File: src/rtl/keypad_pkg.sv
// Shared types and constants for the 4x4 keypad scanner.
package keypad_pkg;

  localparam int N_ROWS = 4;
  localparam int N_COLS = 4;

  typedef enum logic [1:0] {SCAN, CAPTURE, VALID, RELEASE} scan_state_t;

  typedef logic [3:0] key_code_t;

  // Active-low one-hot column drive for a 2-bit column index.
  function automatic logic [N_COLS-1:0] col_drive(input logic [1:0] idx);
    return ~(N_COLS'(1) << idx);
  endfunction

endpackage

File: src/rtl/module_row_prio_enc.sv
// Active-low row vector -> {any, index}; the lowest-indexed low row wins.
module module_row_prio_enc
  import keypad_pkg::*;
(
  input  logic [N_ROWS-1:0] rows,
  output logic              any,
  output logic [1:0]        idx
);

  // Walk from the top row down so the lowest low row is the last write.
  always_comb begin
    any = 1'b0;
    idx = 2'd0;
    for (int i = N_ROWS - 1; i >= 0; i--) begin
      if (!rows[i]) begin
        any = 1'b1;
        idx = 2'(i);
      end
    end
  end

endmodule

File: src/rtl/module_key_scanner.sv
// 4x4 keypad scanner: one column driven low at a time, one key code per
// physical press, delivered on a valid/ready handshake.
module module_key_scanner
  import keypad_pkg::*;
#(
  parameter int SETTLE_CYCLES = 4,
  parameter int CNT_W         = 8
) (
  input  logic              clk,
  input  logic              rst,
  input  logic [N_ROWS-1:0] row_stbl,
  output logic [N_COLS-1:0] col,
  output key_code_t         key_code,
  output logic              key_valid,
  input  logic              key_ready
);

  // Reject settle windows the counter cannot reach or that are out of range.
  if (SETTLE_CYCLES < 2 || SETTLE_CYCLES > 255 ||
      (SETTLE_CYCLES - 1) >= (64'd1 << CNT_W)) begin : g_bad_cfg
    $error("module_key_scanner: SETTLE_CYCLES out of range for CNT_W");
  end

  localparam logic [CNT_W-1:0] CNT_LAST = CNT_W'(SETTLE_CYCLES - 1);
  localparam logic [CNT_W-1:0] CNT_MAX  = '1;

  scan_state_t      state;
  logic [1:0]       col_idx;
  logic [1:0]       row_idx;
  logic [CNT_W-1:0] cnt;
  logic             row_any;
  logic [1:0]       row_enc;

  module_row_prio_enc u_prio (
    .rows (row_stbl),
    .any  (row_any),
    .idx  (row_enc)
  );

  // Column drive is a pure decode of the column register, so it follows
  // reset immediately along with col_idx.
  assign col = col_drive(col_idx);

  // Scan/capture/handshake/release sequencing; counter saturates, never wraps.
  always_ff @(posedge clk or negedge rst) begin
    if (!rst) begin
      state     <= SCAN;
      col_idx   <= 2'd0;
      row_idx   <= 2'd0;
      cnt       <= '0;
      key_code  <= '0;
      key_valid <= 1'b0;
    end else begin
      case (state)
        SCAN: begin
          if (cnt == CNT_LAST) begin
            cnt <= '0;
            if (row_any) begin
              row_idx <= row_enc;
              state   <= CAPTURE;
            end else begin
              col_idx <= col_idx + 2'd1;
            end
          end else if (cnt != CNT_MAX) begin
            cnt <= cnt + CNT_W'(1);
          end
        end
        CAPTURE: begin
          key_code  <= {row_idx, col_idx};
          key_valid <= 1'b1;
          cnt       <= '0;
          state     <= VALID;
        end
        VALID: begin
          // Code stays pending even if the key lets go before acceptance.
          if (key_ready) begin
            key_valid <= 1'b0;
            cnt       <= '0;
            state     <= RELEASE;
          end
        end
        RELEASE: begin
          // Any low row restarts the all-released window (release bounce).
          if (row_stbl != 4'hF) begin
            cnt <= '0;
          end else if (cnt == CNT_LAST) begin
            col_idx <= col_idx + 2'd1;
            cnt     <= '0;
            state   <= SCAN;
          end else if (cnt != CNT_MAX) begin
            cnt <= cnt + CNT_W'(1);
          end
        end
        default: state <= SCAN;
      endcase
    end
  end

endmodule

File: config.mk
export PLATFORM = sky130hd
export DESIGN_NAME = module_key_scanner
export DESIGN_NICKNAME = d
export VERILOG_FILES = /design/src/rtl/keypad_pkg.sv /design/src/rtl/module_row_prio_enc.sv /design/src/rtl/module_key_scanner.sv
export SDC_FILE = /design/constraint.sdc
export NUM_CORES = 1
export LEC_CHECK = 0
export CAP_MARGIN = 10
export CORE_ASPECT_RATIO = 0.7
export CORE_UTILIZATION = 30
export DETAILED_ROUTE_END_ITERATION = 12
export GPL_TIMING_DRIVEN = 1
export RECOVER_POWER = 100
export SYNTH_ARGS = -nofsm -noshare
export SYNTH_HDL_FRONTEND = slang
export SYNTH_SLANG_ARGS = --single-unit
File: constraint.sdc
create_clock -name clk -period 2.28 [get_ports clk]
set_clock_uncertainty 0.1 [all_clocks]
set_input_delay 0.57 -clock clk [delete_from_list [all_inputs] [get_ports clk]]
set_output_delay 0.57 -clock clk [all_outputs]
set_load 0.005 [all_outputs]
Word level (Yosys, flattened, before mapping):

Index checks and enable logic that the tools add are counted.
W data, S select, Z words.

* register bits: 19
* input bits: 7
* output and inout bits: 9
* logic and storage cells: 55

* add/sub/neg operators: 2
* equal/unequal tests: 12
* shifts and indexed selects: 1
* muxes and demuxes: 26
* bitwise logic cells: 1
* reductions and logical operators: 7

Operators by type and width (count)
* $mux W8: 4
* $pmux W8 S4: 1
* $mux W2: 13
* $ne A2 B2 Y1 const B: 6
* $reduce_and A5 Y1: 2
* $add A8 B1 Y8 const B: 1
* $eq A8 B2 Y1 const B: 1
* $ne A8 B8 Y1 const B: 1
* $pmux W2 S4: 1
* $mux W1: 5
* $eq A2 B2 Y1 const B: 2
* $ne A4 B4 Y1 const B: 1
* $not A4 Y4: 1
* $pmux W2 S2: 1
* $reduce_bool A2 Y1: 2
* $shl A1 B2 Y4 const A: 1
* $reduce_and A3 Y1: 1
* $add A2 B1 Y2 const B: 1
* $eq A2 B1 Y1 const B: 1
* $logic_not A2 Y1: 1
* $pmux W1 S2: 1
* $reduce_and A2 Y1: 1

Depth between registers and ports, before layout:

Gate-level depths: netlist of run 1.

* depth in word-level cells: 7
* gate-level depth with buffers: 7
* gate-level depth less buffers: 6

Hierarchy:

A second synthesis of run 1 with hierarchy kept.

* cells, all modules: 111
* area total of the unflattened synthesis: 1158.6 µm²

By module, submodules not included
* module_key_scanner: times used 1, cells each 106, area each 1129.8 µm², sequential area each 475.5 µm²
* module_row_prio_enc: times used 1, cells each 5, area each 28.8 µm², sequential area each 0.0 µm²

Worst setup path after synthesis of run 1:

Ideal clock, no wire load.

* path type: flip-flop to flip-flop
* start point: register cnt[0]
* end point: register col_idx[1]
* setup time: 0.125 ns
* arrival: 1.680 ns
* required time: 2.055 ns
* path slack: 0.375 ns
* stages on the path, launching flop included: 6
* path buffers: 0
* period minus slack after synthesis: 1.905 ns
* cell sequence: dfrtp_1 > ha_1 > nor4b_2 > nand2_1 > or4_4 > mux2_4

* cells in the longest elaborated chain, start to end: 3
* elaborated cells on any way between the ends: 4
* those cells by class: eq/ne (3); reduce/logical (1)

RTL lines
* start, declared: RTL line module_key_scanner.sv:30 `logic [CNT_W-1:0] cnt;`
* start signal, assigned: RTL line module_key_scanner.sv:65 `cnt <= cnt + CNT_W'(1);`
* start signal, assigned: RTL line module_key_scanner.sv:91 `cnt <= cnt + CNT_W'(1);`
* $eq A8 B2 Y1 (*): RTL line module_key_scanner.sv:56, module_key_scanner.sv:86
* $ne A2 B2 Y1 (no source line)
* $reduce_and A5 Y1 (no source line) (*)
* end signal, assigned: RTL line module_key_scanner.sv:62 `col_idx <= col_idx + 2'd1;`
* end signal, assigned: RTL line module_key_scanner.sv:87 `col_idx <= col_idx + 2'd1;`
* end, declared: RTL line module_key_scanner.sv:28 `logic [1:0] col_idx;`

Mark *: on every way between the ends. The rest lies on a longest branch, timed or not.
A chain may end at the register's enable or synchronous reset.

Final worst setup path of run 1:

* start point: register col_idx[0]
* end point: output port col[0]

* cells in the longest elaborated chain, start to end: 2

RTL lines
* $shl A1 B2 Y4: RTL line keypad_pkg.sv:13 `return ~(N_COLS'(1) << idx);`
* $not A4 Y4: RTL line keypad_pkg.sv:13
* end, declared: RTL line module_key_scanner.sv:12 `output logic [N_COLS-1:0] col,`

No other way between the ends.

==> results_dict.tcl, run 1 <==
set metrics [dict create \
    synth-compound-area-share_pct 12.16 \
    p_sw_share_pct 36.69 \
    hold_viol 0 \
    synth_top_area_share_pct 41.26 \
    antenna_cells 0 \
    max_stage_delay_ns 0.48 \
    pin_count 16 \
    dp_slack_ns 0.008062 \
    drc 0 \
    dp_hpwl_mm 1.914 \
    die_y_um 53.86 \
    clkTransAtPathRegs_ns 0.07 \
    powerDensity_nw_per_um2 937.2 \
    initial_core_util_pct 31.98 \
    grt_pass1_wl_mm 4.333 \
    rows 18 \
    grt_pass1_vias 910 \
    wl_per_cell_um 13.12 \
    synth_cells 117 \
    synth-xor-area-share_pct 2.280 \
    period_share_pct 95.45 \
    r2r_cells 6 \
    synthAdderAreaFrac_pct 9.772 \
    status "complete, no violations" \
    synth_area_per_cell_um2 9.849 \
    holdPathStages 1 \
    cts_hold_buf 0 \
    drive_gt1_share_pct 10.14 \
    setup_viol_count_final 0 \
    overflow 0 \
    numPortBuffers 15 \
    viasPerCell 5.064 \
    clock-sinks 19 \
    crit_slowest_cell "clkdlybuf4s50_1" \
    hold_path_class "flip-flop to flip-flop" \
    worstMarginPinSlew_ns 1.041 \
    syn-cell-area_um2 1152 \
    crit_buf_inv 3 \
    crit_cells 4 \
    fillers 375 \
    drtPass1Iterations 4 \
    post-route-min-period_ns 2.176 \
    pwr-share-clk_pct 17.4 \
    crit_chain "inv_1, ha_1, inv_1, clkdlybuf4s50_1" \
    path_common_cell "inv_1" \
    fmax_mhz 459.5 \
    synth_ff_type "dfrtp_1" \
    via_count 952 \
    cp_max_fo 5 \
    drt_iter0_drc 52 \
    die_area_um2 4097 \
    final_nets 155 \
    p_leak_nw 0.6044 \
    clk_latency_ns 0.25 \
    routed_wl_mm 2.467 \
    grt_use_total_pct 13.79 \
    synth_top_family_by_area "simple AND/OR/NAND/NOR gates" \
    gp_congestion 0.9050 \
    post_cts_buffers 0 \
    crit_type "flip-flop to primary output" \
    yosysUniqueCellTypes 37 \
    power_frac_comb_pct 45.5 \
    htree_levels 1 \
    synthMuxAreaShare_pct 6.949 \
    synth.largest_area_cell "dfrtp_1" \
    maxSlewHeadroom_pct 30.58 \
    p_sw_uw 481.4 \
    async_reset_ff_share_pct 100.0 \
    cts_tree "yes" \
    core_um2 3603 \
    crit_family "buffers and inverters" \
    ys_ff_latch 19 \
    startpoint_type "flip-flop" \
    vdd_ir_drop_max_mv 0.6270 \
    cp.required_ns 1.61 \
    synth_area_leaders "dfrtp_1 (41%), ha_1 (9.8%), mux2_2 (3.9%)" \
    die_x_um 76.08 \
    grt_start_max_net_pins 20 \
    worst_slack_ns 0.1037 \
    final_max_slew_viol_count 0 \
    area_delta_synth_final_pct 21.50 \
    intPower_uw 830.7 \
    tns_ns 0 \
    synth_simple_gate_area_share_pct 21.72 \
    clockBufferDepth 2 \
    ant_nets 0 \
    seq_area_frac_synth_pct 41.26 \
    cap_violations 0 \
    synth_edf_count 0 \
    antenna_found_initial 0 \
    cts_root_buf "clkbuf_8" \
    numCtsBuffers 3 \
    cts_resized 0 \
    synth_fp_nets 133 \
    seqPwrFrac_pct 37.1 \
    rsz0062_at_grt "false" \
    end_kind "primary output" \
    arrival_ns 1.51 \
    synth_warnings 0 \
]
[cells in the final DEF (no fill, tap or decap), drive strengths merged, types with 5 or more instances in the layout]
cell type and n:
nor2 9, ha 9, dfrtp 19, dlygate4sd3 8, inv 10, clkbuf 6, clkdlybuf4s50 7, mux2 5
nand2 5, nand3 6
[per-layer routing]
layer  global-route usage [%]  wire length, um  up-vias  part of all wire, %
li1                         -                -      467                    -
met1                    18.29             1245      452                   50
met2                    22.58             1075       27                   44
met3                    3.729              117        6                  4.7
met4                    3.846               29        0                  1.2
met5                        0                0        -                    0
[kinds of logic (layout without fill, tap and decap cells)]
kind of cell,Yosys count,count (layout)
mux,7,7
compound gates,22,22
xor+xnor,3,3
flops,19,19
fa+ha+maj,9,9
buf+inv,13,34
simple gates,44,44
[area by class of cell]
| cell class | count | area, um^2 | share of cell area [%] |
|---|---|---|---|
| well taps | 50 | 62.56 | 4.468 |
| multi-input cells | 85 | 601.8 | 42.98 |
| clock inverters | 1 | 5.005 | 0.3575 |
| clock buffers | 3 | 41.29 | 2.949 |
| repair buffers | 20 | 176.4 | 12.60 |
| flip-flops and latches | 19 | 475.5 | 33.96 |
| inverters | 10 | 37.54 | 2.681 |
[sequential cells by signal (all words and copies together) (netlist names)]
signal	count
key_code	4
state	2
key_valid	1
col_idx	2
cnt	8
row_idx	2
[worst paths after layout]
check | from | slack, ns | endpoint
worst min register to register | key_code[2] | 0.41 | key_code[2]
worst max-delay path | col_idx[0] | 0.10 | col[0]
worst min-delay path | key_code[2] | 0.41 | key_code[2]
max in group asynchronous | rst | 0.54 | cnt[2]
worst max register to register | cnt[0] | 0.21 | state[1]
min in group asynchronous | rst | 0.91 | key_code[2]
[stage by stage]
stage / power (mW) / instance area (um^2) / hold slack, ns / util [%] / cells
6_report: 1.312 / 1400 / 0.4066 / 38.85 / 188
4_1_cts: 1.357 / 1419 / 0.4117 / 39.38 / 188
2_1_floorplan: 0.8906 / 1152 / 0.1744 / - / 117
3_5_place_dp: 1.123 / 1373 / 0.3959 / 38.09 / 184
5_1_grt: 1.428 / 1400 / 0.4432 / 38.85 / 188
3_3_place_gp: 1.087 / 1373 / 0.3903 / 38.09 / 184
[power by group through the flow]
stage	Clock (mW)	Sequential [mW]	Combinational, mW
6_report	0.229	0.486	0.597
5_1_grt	0.255	0.504	0.668
4_1_cts	0.239	0.488	0.630
3_5_place_dp	0	0.496	0.627
3_3_place_gp	0	0.488	0.598
2_1_floorplan	0	0.483	0.407
[Yosys cell counts, types with 4 or more instances]
cell type	instances
mux2_2	4
dfrtp_1	19
nand3_1	6
inv_1	10
ha_1	9
o21ai_0	4
nand2_1	5
nor3_1	4
a21oi_1	4
nor2_1	9
nand4_1	4
a31oi_1	4
No activity file was read; power rests on OpenSTA's default activity.
==> inputs of run 2 (changes only) <==
--- a/config.mk
+++ b/config.mk
@@ -6,10 +6,14 @@
 export NUM_CORES = 1
 export LEC_CHECK = 0
 export CAP_MARGIN = 10
+export CELL_PAD_IN_SITES_DETAIL_PLACEMENT = 1
+export CELL_PAD_IN_SITES_GLOBAL_PLACEMENT = 1
 export CORE_ASPECT_RATIO = 0.7
 export CORE_UTILIZATION = 30
 export DETAILED_ROUTE_END_ITERATION = 12
+export GPL_ROUTABILITY_DRIVEN = 0
 export GPL_TIMING_DRIVEN = 1
+export PLACE_DENSITY_LB_ADDON = 0.1
 export RECOVER_POWER = 100
 export SYNTH_ARGS = -nofsm -noshare
 export SYNTH_HDL_FRONTEND = slang
==> results_dict.tcl, run 2 (synthesized netlist as in run 1, its figures left out) <==
set metrics [dict create \
    antenna_cells 0 \
    arrival_ns 1.52 \
    pin_count 16 \
    period_share_pct 95.86 \
    maxSlewHeadroom_pct 24.59 \
    cp_max_fo 5 \
    largest-register "cnt" \
    rsz0062_at_grt "false" \
    cts_root_buf "clkbuf_8" \
    final_cell_mix "dfrtp_1 (18), inv_1 (10), nor2_1 (9), ha_1 (9), dlygate4sd3_1 (8)" \
    die_y_um 53.86 \
    htree_levels 1 \
    fmax_mhz 457.6 \
    hold_viol 0 \
    initial_core_util_pct 31.98 \
    reg.largest.list "cnt (8), key_code (4)" \
    rows 18 \
    cts_tree "yes" \
    numCtsBuffers 3 \
    routed_wl_mm 2.811 \
    drc 0 \
    final_nets 159 \
    powerDensity_nw_per_um2 951.3 \
    placed_cells 188 \
    status "complete, no violations" \
    layout_commonest_cell "dfrtp_1" \
    vdd_ir_drop_max_mv 0.3471 \
    cp.required_ns 1.61 \
    die_x_um 76.08 \
    stdcell_count 192 \
    p_leak_nw 0.6284 \
    area_delta_synth_final_pct 24.65 \
    clkTransAtPathRegs_ns 0.08 \
    grt_pass1_wl_mm 4.726 \
    antenna_found_initial 0 \
    wl_per_cell_um 14.64 \
    numPortBuffers 15 \
    setup_viol_count_final 0 \
    viasPerCell 4.906 \
    largest_reg_flops 8 \
    dp_hpwl_mm 2.177 \
    grt_start_max_net_pins 20 \
    worstMarginPinSlew_ns 1.131 \
    hold_path_class "flip-flop to flip-flop" \
    clock-sinks 19 \
    drtPass1Iterations 4 \
    drive_gt1_share_pct 14.79 \
    tns_ns 0 \
    die_area_um2 4097 \
    cap_violations 0 \
    ant_nets 0 \
    crit_type "flip-flop to primary output" \
    grt_use_total_pct 15.33 \
    grt_pass1_vias 931 \
    startpoint_type "flip-flop" \
    end_kind "primary output" \
    clockBufferDepth 2 \
    clk_latency_ns 0.25 \
    core_um2 3603 \
    via_count 942 \
    final_max_slew_viol_count 0 \
    drt_iter0_drc 43 \
    post-route-min-period_ns 2.186 \
    overflow 0 \
]
## run 2: stage by stage
| stage | setup WS (ns) | hold slack (ns) | utilization, % | area, um^2 | power, mW |
|---|---|---|---|---|---|
| 2_1_floorplan | 0.3747 | 0.1744 | - | 1152 | 0.8906 |
| 3_3_place_gp | 0.04521 | 0.3880 | 38.92 | 1403 | 1.131 |
| 3_5_place_dp | 0.02768 | 0.4061 | 38.92 | 1403 | 1.153 |
| 4_1_cts | 0.03440 | 0.4228 | 40.21 | 1449 | 1.402 |
| 5_1_grt | 0.01314 | 0.4462 | 39.86 | 1436 | 1.475 |
| 6_report | 0.09450 | 0.4151 | 39.86 | 1436 | 1.366 |
## run 2: worst paths after layout
kind / cells past startpoint / end / startpoint / slack [ns]
hold reg to reg: 1 / key_code[0] / key_code[0] / 0.42
max in group asynchronous: 2 / col_idx[0] / rst / 0.38
setup reg to reg: 6 / state[1] / cnt[0] / 0.17
hold / removal: 1 / key_code[0] / key_code[0] / 0.42
setup / recovery: 3 / col[3] / col_idx[0] / 0.09
min in group asynchronous: 2 / cnt[4] / rst / 0.95
## run 2: critical path, stage by stage (launching register included)
cell and delay [ns]:
dfrtp_2 0.46, ha_1 0.21, inv_1 0.04, dlygate4sd3_1 0.55
## run 2: power breakdown
group	switching (mW)	internal, mW
Combinational	0.326	0.311
Sequential	0.0659	0.423
Clock	0.118	0.121
Total	0.511	0.856
## run 2: layer usage
layer / vias up / GRT usage (%) / part of all wire (%)
met5: - / 0 / 0
met4: 0 / 4.167 / 1.0
met3: 4 / 3.051 / 3.1
met2: 16 / 23.18 / 38
met1: 448 / 22.31 / 58
li1: 474 / - / -
## run 2: area by class of cell
class                      instances  area, um^2
timing repair buffer              24       207.7
clock inverter                     1       5.005
fill                             430        2167
inverter                          10       37.54
sequential                        19       476.7
tap                               50       62.56
clock buffer                       3       41.29
multi-input combinational         85       605.6
## run 2: what timing repair did
item,4_1_cts,5_1_grt
setup endpoints to repair,0,2
resized for setup,0,1
hold buffers,0,0
endpoints found under the hold margin,0,0
setup buffers,0,0
==> inputs of run 3 (changes only) <==
--- a/config.mk
+++ b/config.mk
@@ -9,6 +9,7 @@
 export CELL_PAD_IN_SITES_DETAIL_PLACEMENT = 1
 export CELL_PAD_IN_SITES_GLOBAL_PLACEMENT = 1
 export CORE_ASPECT_RATIO = 0.7
+export CORE_MARGIN = 2
 export CORE_UTILIZATION = 30
 export DETAILED_ROUTE_END_ITERATION = 12
 export GPL_ROUTABILITY_DRIVEN = 0
==> results_dict.tcl, run 3 (synthesized netlist as in run 1, its figures left out) <==
set metrics [dict create \
    path_common_cell "inv_1" \
    crit_slowest_cell "clkdlybuf4s50_1" \
    die_x_um 78.08 \
    area_delta_synth_final_pct 24.97 \
    overflow 0 \
    status "complete, no violations" \
    pin_count 16 \
    crit_chain "inv_1, ha_1, inv_1, clkdlybuf4s50_1" \
    setup_viol_count_final 0 \
    max_stage_delay_ns 0.48 \
    seqPwrFrac_pct 36.0 \
    final_nets 160 \
    p_sw_share_pct 37.00 \
    core_um2 3603 \
    routed_wl_mm 2.763 \
    clock-sinks 19 \
    cp_max_fo 5 \
    grt_pass1_wl_mm 4.974 \
    grt_use_total_pct 14.33 \
    powerDensity_nw_per_um2 938.7 \
    hold_path_class "flip-flop to flip-flop" \
    fmax_mhz 460.9 \
    numPortBuffers 15 \
    crit_family "buffers and inverters" \
    clockBufferDepth 2 \
    whs_endpoint "key_code[2]" \
    power_frac_comb_pct 46.4 \
    cts_hold_buf 0 \
    holdPathStages 1 \
    clkTransAtPathRegs_ns 0.07 \
    grt_pass1_vias 998 \
    p_sw_uw 500.1 \
    timing.rr.start "state[0]" \
    ant_nets 0 \
    layout_commonest_cell "dfrtp_1" \
    startpoint "col_idx[1]" \
    hold_slack_ns 0.4039 \
    worst_slack_ns 0.1103 \
    reg.largest.list "cnt (8), key_code (4)" \
    dp_hpwl_mm 2.210 \
    drt_iter0_drc 58 \
    drive_gt1_share_pct 14.69 \
    worstMarginPinSlew_ns 0.6177 \
    grt_start_max_net_pins 12 \
    ff2ff_setup_slack_ns 0.26 \
    fillers 420 \
    placed_cells 189 \
    intPower_uw 851.7 \
    fin_util_pct 39.97 \
    clk_latency_ns 0.25 \
    drc 0 \
    via_count 973 \
    final_max_slew_viol_count 0 \
    drtPass1Iterations 4 \
    dp_slack_ns 0.02532 \
    arrival_ns 1.50 \
    antenna_cells 0 \
    r2r_cells 7 \
    largest_reg_flops 8 \
    die_area_um2 4361 \
    stdcell_count 193 \
    cap_violations 0 \
    viasPerCell 5.041 \
    vdd_ir_drop_max_mv 0.3506 \
    maxSlewHeadroom_pct 58.82 \
    crit_buf_inv 3 \
    cp.required_ns 1.61 \
    crit_type "flip-flop to primary output" \
    hold_path.startpoint "key_code[2]" \
    p_leak_nw 0.6328 \
    cts_root_buf "clkbuf_8" \
    hold_viol 0 \
    die_y_um 55.86 \
    rsz0062_at_grt "false" \
    htree_levels 1 \
    startpoint_type "flip-flop" \
    initial_core_util_pct 31.98 \
    post-route-min-period_ns 2.170 \
    numCtsBuffers 3 \
    pwr-share-clk_pct 17.6 \
    rows 18 \
    tns_ns 0 \
    r2r-end "state[1]" \
    largest-register "cnt" \
    antenna_found_initial 0 \
    cts_tree "yes" \
    end_kind "primary output" \
    wl_per_cell_um 14.32 \
    final_cell_mix "dfrtp_1 (18), inv_1 (10), nor2_1 (9), ha_1 (9), clkdlybuf4s50_1 (8)" \
    period_share_pct 95.16 \
]
==> run 3: through the flow <==
step	total power, mW	cell area, um^2
detailed placement	1.149	1410
floorplan	0.8906	1152
global placement	1.132	1410
finish	1.352	1440
global route	1.476	1440
CTS	1.398	1456
==> run 3: repair_timing <==
action,in CTS,in global routing
gates resized for setup,0,1
endpoints found under the hold margin,0,0
setup endpoints to repair,0,2
setup buffers,0,0
==> run 3: worst max path at each step <==
| stage | endpoint | slack [ns] | cells after the start |
|---|---|---|---|
| global placement | col_idx[1] | 0.04 | 4 |
| floorplan | col_idx[1] | 0.37 | 5 |
| global route | col[0] | 0.01 | 4 |
| finish | col[0] | 0.11 | 4 |
| detailed placement | col_idx[1] | 0.03 | 4 |
| CTS | col[0] | 0.04 | 4 |
==> run 3: area by class of cell <==
class                   instances  area, um^2  share of cell area (%)
clock buffers                   3       41.29                   2.867
clock inverters                 1       5.005                  0.3475
inverters                      10       37.54                   2.606
multi-input cells              85       605.6                   42.05
flip-flops and latches         19       476.7                   33.10
well taps                      50       62.56                   4.344
repair buffers                 25       211.5                   14.68
==> run 3: power groups by stage <==
stage | Combinational [mW] | Clock (mW) | Sequential, mW
after floorplan | 0.407 | 0 | 0.483
after global placement | 0.642 | 0 | 0.489
after detailed placement | 0.657 | 0 | 0.493
after CTS | 0.662 | 0.249 | 0.487
after global routing | 0.710 | 0.266 | 0.500
final | 0.628 | 0.238 | 0.486
==> run 3: routing by layer <==
metal | vias to the layer above | GRT usage [%] | share of wire [%]
met5 | - | 0 | 0
met4 | 0 | 2.256 | 0.36
met3 | 2 | 3.409 | 3.8
met2 | 19 | 19.46 | 39
met1 | 480 | 22.95 | 57
li1 | 472 | - | -
